### config.mk
export PLATFORM = sky130hd
export DESIGN_NAME = mem_master
export DESIGN_NICKNAME = d
export VERILOG_FILES = /design/src/rtl/mem_master.sv
export SDC_FILE = /design/constraint.sdc
export NUM_CORES = 1
export LEC_CHECK = 0
export ABC_AREA = 0
export BUFFER_PORTS_ARGS = -buffer_cell sky130_fd_sc_hd__buf_2
export CAP_MARGIN = 20
export CORE_ASPECT_RATIO = 1.25
export CORE_MARGIN = 4
export CORE_UTILIZATION = 33
export CTS_BUF_LIST = sky130_fd_sc_hd__clkbuf_8
export CTS_CLUSTER_SIZE = 28
export DETAILED_ROUTE_END_ITERATION = 16
export MAX_ROUTING_LAYER = met4
export PLACE_DENSITY = 0.61
export SETUP_SLACK_MARGIN = 0.02
export SLEW_MARGIN = 40
export SYNTH_ARGS = -nofsm -noshare
export SYNTH_HDL_FRONTEND = slang
export SYNTH_SLANG_ARGS = --single-unit
### constraint.sdc
create_clock -name clk -period 3.5 [get_ports clk]
set_input_delay 0.525 -clock clk [delete_from_list [all_inputs] [get_ports clk]]
set_output_delay 0.525 -clock clk [all_outputs]
set_load 0.01 [all_outputs]
### src/rtl/mem_master.sv
// mem_master: request sequencer in front of the wait-state RAM.
// Commands are queued in a small FIFO, issued to the RAM one at a time,
// held until the RAM's ready (or a watchdog abort), and answered on a
// valid/ready response channel. All mem_* and rsp_* outputs are registered.
module mem_master #(
    parameter int FIFO_DEPTH = 4,   // power of two, 2..16
    parameter int TIMEOUT    = 15   // 1..255 cycles of mem_ready wait
) (
    input  logic       clk,
    input  logic       reset,
    input  logic       cmd_valid,
    output logic       cmd_ready,
    input  logic       cmd_write,
    input  logic [7:0] cmd_addr,
    input  logic [7:0] cmd_wdata,
    output logic       rsp_valid,
    input  logic       rsp_ready,
    output logic [7:0] rsp_rdata,
    output logic       rsp_write,
    output logic       rsp_err,
    output logic [7:0] mem_addr,
    output logic       mem_read,
    output logic       mem_write,
    output logic [7:0] mem_wdata,
    input  logic       mem_ready,
    input  logic [7:0] mem_rdata
);

    localparam int             AW           = $clog2(FIFO_DEPTH);
    localparam logic [AW:0]    FULL_COUNT   = (AW + 1)'(FIFO_DEPTH);
    localparam logic [7:0]     TIMEOUT_LAST = 8'(TIMEOUT - 1);

    typedef struct packed {
        logic       write;
        logic [7:0] addr;
        logic [7:0] wdata;
    } cmd_t;

    typedef enum logic [1:0] {
        IDLE = 2'd0,
        REQ  = 2'd1,
        RESP = 2'd2
    } state_t;

    // Command FIFO
    cmd_t          fifo_mem [FIFO_DEPTH];
    logic [AW-1:0] wr_ptr;
    logic [AW-1:0] rd_ptr;
    logic [AW:0]   count;
    logic          push;
    logic          pop;
    cmd_t          head;

    // FSM and registered outputs, with their next-state values
    state_t     state, state_n;
    logic [7:0] timer, timer_n;
    logic [7:0] mem_addr_n, mem_wdata_n;
    logic       mem_read_n, mem_write_n;
    logic       rsp_valid_n, rsp_write_n, rsp_err_n;
    logic [7:0] rsp_rdata_n;

    assign cmd_ready = (count != FULL_COUNT);
    assign push      = cmd_valid && cmd_ready;
    assign head      = fifo_mem[rd_ptr];

    // FIFO storage: written on push only.
    // NOTE: the storage array has no reset; validity is tracked by count, so
    // clearing it would only cost reset fan-out.
    always_ff @(posedge clk) begin
        if (push) begin
            fifo_mem[wr_ptr] <= '{write: cmd_write, addr: cmd_addr, wdata: cmd_wdata};
        end
    end

    // FIFO pointers and occupancy; simultaneous push and pop leave count unchanged.
    // NOTE: sequential state uses non-blocking assignments so every register
    // samples the pre-edge values regardless of statement order.
    always_ff @(posedge clk or posedge reset) begin
        if (reset) begin
            wr_ptr <= '0;
            rd_ptr <= '0;
            count  <= '0;
        end else begin
            if (push) wr_ptr <= wr_ptr + 1'b1;
            if (pop)  rd_ptr <= rd_ptr + 1'b1;
            case ({push, pop})
                2'b10:   count <= count + 1'b1;
                2'b01:   count <= count - 1'b1;
                default: count <= count;
            endcase
        end
    end

    // Next-state and next-output logic for the transaction sequencer.
    // NOTE: every signal gets a default first (hold its register), which
    // keeps this block free of inferred latches.
    always_comb begin
        state_n     = state;
        timer_n     = timer;
        mem_addr_n  = mem_addr;
        mem_wdata_n = mem_wdata;
        mem_read_n  = mem_read;
        mem_write_n = mem_write;
        rsp_valid_n = rsp_valid;
        rsp_rdata_n = rsp_rdata;
        rsp_write_n = rsp_write;
        rsp_err_n   = rsp_err;
        pop         = 1'b0;

        case (state)
            IDLE: begin
                if (count != '0) begin
                    pop         = 1'b1;
                    mem_addr_n  = head.addr;
                    mem_wdata_n = head.wdata;
                    mem_read_n  = !head.write;
                    mem_write_n = head.write;
                    timer_n     = '0;
                    state_n     = REQ;
                end
            end

            REQ: begin
                if (mem_ready) begin
                    // mem_rdata is only trusted in this cycle, and only for reads.
                    rsp_rdata_n = mem_write ? 8'h00 : mem_rdata;
                    rsp_write_n = mem_write;
                    rsp_err_n   = 1'b0;
                    rsp_valid_n = 1'b1;
                    mem_read_n  = 1'b0;
                    mem_write_n = 1'b0;
                    state_n     = RESP;
                end else if (timer == TIMEOUT_LAST) begin
                    // Watchdog abort: drop the request and report an error.
                    rsp_rdata_n = 8'h00;
                    rsp_write_n = mem_write;
                    rsp_err_n   = 1'b1;
                    rsp_valid_n = 1'b1;
                    mem_read_n  = 1'b0;
                    mem_write_n = 1'b0;
                    state_n     = RESP;
                end else begin
                    timer_n = timer + 8'd1;
                end
            end

            RESP: begin
                if (rsp_ready) begin
                    rsp_valid_n = 1'b0;
                    state_n     = IDLE;
                end
            end

            default: begin
                state_n = IDLE;
            end
        endcase
    end

    // State, watchdog timer and all registered mem_*/rsp_* outputs.
    always_ff @(posedge clk or posedge reset) begin
        if (reset) begin
            state     <= IDLE;
            timer     <= '0;
            mem_addr  <= '0;
            mem_wdata <= '0;
            mem_read  <= 1'b0;
            mem_write <= 1'b0;
            rsp_valid <= 1'b0;
            rsp_rdata <= '0;
            rsp_write <= 1'b0;
            rsp_err   <= 1'b0;
        end else begin
            state     <= state_n;
            timer     <= timer_n;
            mem_addr  <= mem_addr_n;
            mem_wdata <= mem_wdata_n;
            mem_read  <= mem_read_n;
            mem_write <= mem_write_n;
            rsp_valid <= rsp_valid_n;
            rsp_rdata <= rsp_rdata_n;
            rsp_write <= rsp_write_n;
            rsp_err   <= rsp_err_n;
        end
    end

endmodule

# Word-level counts from Yosys, hierarchy flattened
# Memories as Yosys holds them, arrays and structs flattened.
# Cells that the tools add are included.
# totals
register_bits,46
wordCells,74
memories,1
ram_bits,68
# mem_list
memory,words,width,read_ports,rd_clocked_by_memory_dff,write_ports,line,rtl
fifo_mem,4,17,1,0,1,46,cmd_t fifo_mem [FIFO_DEPTH];
# op_classes
reduce_logical,14
n_addsub,5
mux,30
n_eq_ne,11
# ops
cell,count
two-way mux 8 bit,6
case mux 8 bit (2 select lines),1
two-way mux 1 bit,14
AND reduction 3 bit,3
adder 8 x 1 -> 8 bit (second input constant),1
== test 8 x 4 -> 1 bit (second input constant),1
two-way mux 2 bit,4
inequality test 2 bit (second input constant),4
nonzero test 2 bit,4
inequality test 3 bit (second input constant),2
case mux 1 bit (2 select lines),3
case mux 2 bit (3 select lines),1
case mux 3 bit (2 select lines),1
adder 2 x 1 -> 2 bit (second input constant),2
== test 2 x 1 -> 1 bit (second input constant),2
== test 2 bit (second input constant),2
AND reduction 2 bit,2
AND reduction 4 bit,1
adder 3 x 1 -> 3 bit (second input constant),1
nonzero test 3 bit,1
subtractor 3 x 1 -> 3 bit (second input constant),1
zero test 2 bit,1
logical AND 1 bit,1
zero test 1 bit,1

# Logic depth before layout (Yosys ltp)
# logic_depth
ltp_word,5
depth_mapped,11
ltp_nobuf,10

# Worst setup path after synthesis
# No wires, ideal clock.
# synth_path
path_type,reg-to-reg
from,register state[1]
to,register count[2]
path_slack_ns,1.322
period_less_slack_ns,2.178
n_path_buf,2
path_stages_with_launch,11
t_arrival_ns,2.098
path_cell_list,dfrtp_1 > or3_1 > buf_2 > inv_4 > buf_6 > ha_1 > inv_1 > fa_1 > xor2_1 > nor2_1 > xor2_1
# synth_between
elab_chain_cells,4
word_cells_on_any_way,6
# synth_rtl
item,line,rtl
from (decl),55,"state_t state, state_n;"
from (signal assigned),174,state <= state_n;
zero test 2 bit *,110,case (state)
two-way mux 1 bit *,110,
named net pop,51,logic pop;
== test 2 x 1 -> 1 bit / == test 2 bit (equally long branches),86,"case ({push, pop})"
case mux 3 bit (2 select lines) / nonzero test 2 bit (equally long branches),n/a,
to (signal assigned),87,2'b10: count <= count + 1'b1;
to (signal assigned),88,2'b01: count <= count - 1'b1;
to (signal assigned),89,default: count <= count;
to (decl),49,logic [AW:0] count;
# Mark *: on every way through the listed nets, which the timed path passes. The rest lies on a longest branch.
# A chain may end at the register's enable or synchronous reset.

# Final worst setup path
# layout_path
from,register state[0]
to,register count[2]
# layout_between
elab_chain_cells,4
word_cells_on_any_way,6
# layout_rtl
item,line
zero test 2 bit *,110
two-way mux 1 bit *,110
== test 2 x 1 -> 1 bit / == test 2 bit (equally long branches),86
case mux 3 bit (2 select lines) / nonzero test 2 bit (equally long branches),n/a
# Every way passes the cells marked *; elsewhere a longest branch is shown, timed or not.

==> impl_metrics.json <==
{
  "status": "finished clean",
  "ctsResizeCount": 0,
  "die_h_um": 140,
  "wl_per_cell_um": 16.1,
  "synth.area.top_cells": "edfxtp_1 45%, dfrtp_1 25%, mux4_2 8.4%",
  "io_pins": 60,
  "grt_usage": 0.114,
  "hpwlAfterDp_um": 5360,
  "worstMarginPinSlew_ps": 588,
  "cts.clk_slew.worst_paths_ps": 60,
  "ant_nets": 0,
  "holdBufCountCts": 0,
  "timing.final.crit_share": 0.671,
  "finalWirelength_um": 8230,
  "cp-end-kind": "flip-flop",
  "power.share.sequential": 0.459,
  "die_width_um": 113,
  "ys_types": 44,
  "synth_top_cell_by_area": "edfxtp_1",
  "syn_inst": 259,
  "syn2layout_area_growth_pct": 16.7,
  "clock_skew_ps": 12.0,
  "clock-sinks": 114,
  "power.density_mw_per_mm2": 841,
  "p_comb_frac": 0.320,
  "rsz0062_at_grt": "no",
  "drt_iter0_drc": 144,
  "root_buffer": "clkbuf_8",
  "cts_tree": "done",
  "maxCapViolCount": 0,
  "routed-via-count": 2424,
  "timing.final.ws_setup_ps": 1150,
  "grt_max_degree": 47,
  "gp_congestion": 0.762,
  "p_total_w": 0.00449,
  "port_buffers": 59,
  "n_fill_cell": 1240,
  "crit_required_ps": 3820,
  "power_switching_w": 0.00140,
  "grt_pass1_wl_um": 13200,
  "relSlewSlack": 0.608,
  "viasPerCell": 4.73,
  "finalSetupViolCount": 0,
  "htree_levels": 4,
  "ir_worst_vdd_mv": 0.354,
  "yosysMostFrequentCell": "edfxtp_1",
  "core-area_mm2": 0.0134,
  "p_clk_frac": 0.220,
  "fin_crit_ps": 2350,
  "clk_latency_ps": 410,
  "antenna_found_initial": 0,
  "hold_viol_final": 0,
  "swShare": 0.312,
  "post-route-cell-area_mm2": 0.00534,
  "synth-edff-count": 68,
  "synth_seq_cells": 114,
  "ys_warn_count": 0,
  "start_util": 0.341,
  "synth_top_area_share": 0.447,
  "hold_class": "in2async",
  "drc": 0,
  "grt_pass1_vias": 2567,
  "crit_fanout": 19,
  "antenna_cells": 0,
  "synthTopCellsByCount": "68 x edfxtp_1, 46 x dfrtp_1, 18 x mux2_2",
  "p_leak_nw": 2.12,
  "die_area_mm2": 0.0158,
  "layout-drive-gt1-share": 0.396,
  "avgSynthCellArea_um2": 17.7,
  "syn_area_mm2": 0.00457,
  "crit_arrival_ps": 2670,
  "power.internal_w": 0.00309,
  "cts_made_buffers": 17,
  "synthArstFlopShare": 0.404,
  "dr.pass1.iters": 4,
  "yosysSeqAreaShare": 0.698,
  "rows": 47,
  "critical_path_class": "reg2reg",
  "synth_flop_cell": "edfxtp_1",
  "fmax_mhz": 426,
  "r2r_setup_slack_ps": 1150,
  "clk_path_buf_depth": 2,
  "place_area_mm2": 0.00501,
  "nets": 366,
  "grt_overflow": 0,
  "maxSlewViolCount": 0,
  "post-cts-setup-buffers": 0,
  "synth_nets": 297,
  "pre_cts_ws_ps": 1140,
  "cp-start-kind": "flip-flop",
  "fin_setup_tns_ps": 0
}
==> stage by stage <==
| step | utilization | hold slack (ps) | instances |
|---|---|---|---|
| floorplan | - | 476 | 259 |
| CTS | 0.398 | 181 | 512 |
| detailed placement | 0.374 | 487 | 480 |
| finish | 0.398 | 198 | 512 |
| global route | 0.398 | 218 | 512 |
| global placement | 0.373 | 482 | 480 |
==> layout make-up <==
class                      instances  area, um2  area share
timing repair buffer              60        303      0.0567
sequential                       114       3190       0.599
multi-input combinational        123       1250       0.235
inverter                          12       51.3     0.00961
clock buffer                      17        234      0.0438
tap                              171        214      0.0401
clock inverter                    15       87.6      0.0164
==> power groups by stage <==
stage	Combinational [W]	Sequential, W	Clock [W]
after floorplan	0.00106	0.00208	0
after global placement	0.00145	0.00208	0
after detailed placement	0.00148	0.00210	0
after CTS	0.00148	0.00207	0.00102
after global routing	0.00158	0.00211	0.00109
final	0.00144	0.00206	0.000988
==> critical path, cell delays in order (launching register included) <==
cell	delay, ps
dfrtp_1	430
or3_1	480
inv_4	260
ha_1	230
inv_1	60
fa_1	370
xor2_1	150
nor2_1	110
xor2_1	170
==> cells in the final DEF (no fill, tap or decap), drive strengths merged, types with 5 or more instances in the layout <==
cell	count
edfxtp	68
clkbuf	17
clkinv	10
a22o	9
and3	6
mux2	18
nand3	5
dfrtp	46
mux4	17
o21ai	11
ha	7
inv	16
nor2	5
buf	60
==> sequential cells by signal (all words and copies together) (netlist names) <==
| register | count |
|---|---|
| rsp_write | 1 |
| rsp_valid | 1 |
| fifo_mem | 68 |
| mem_write | 1 |
| rd_ptr | 2 |
| mem_read | 1 |
| mem_addr | 8 |
| timer | 8 |
| count | 3 |
| state | 2 |
| wr_ptr | 2 |
| rsp_err | 1 |
| rsp_rdata | 8 |
| mem_wdata | 8 |
==> cells by family after synthesis <==
logic type      share of synthesized area
buf+inv                            0.0287
mux                                 0.130
compound gates                     0.0556
xor+xnor                           0.0115
fa+ha+maj                          0.0235
flops                               0.698
simple gates                       0.0520
==> routing by layer <==
metal | vias to the layer above | global-route usage | part of all wire | routed length [um]
met5 | - | - | 0 | 0
met4 | 0 | 0.0475 | 0.013 | 104
met3 | 10 | 0.0369 | 0.045 | 373
met2 | 63 | 0.188 | 0.53 | 4390
met1 | 1214 | 0.128 | 0.41 | 3370
li1 | 1137 | - | - | -
==> final timing paths <==
kind | from | cells past startpoint | to
worst max-delay path | state[0] | 8 | count[2]
worst min-delay path | reset | 2 | mem_addr[7]
worst max register to register | state[0] | 8 | count[2]
worst min register to register | rsp_rdata[1] | 1 | rsp_rdata[1]
max in group asynchronous | reset | 2 | rd_ptr[1]
min in group clk | cmd_wdata[7] | 1 | fifo_mem[2][7]
No activity file was read; power rests on OpenSTA's default activity.
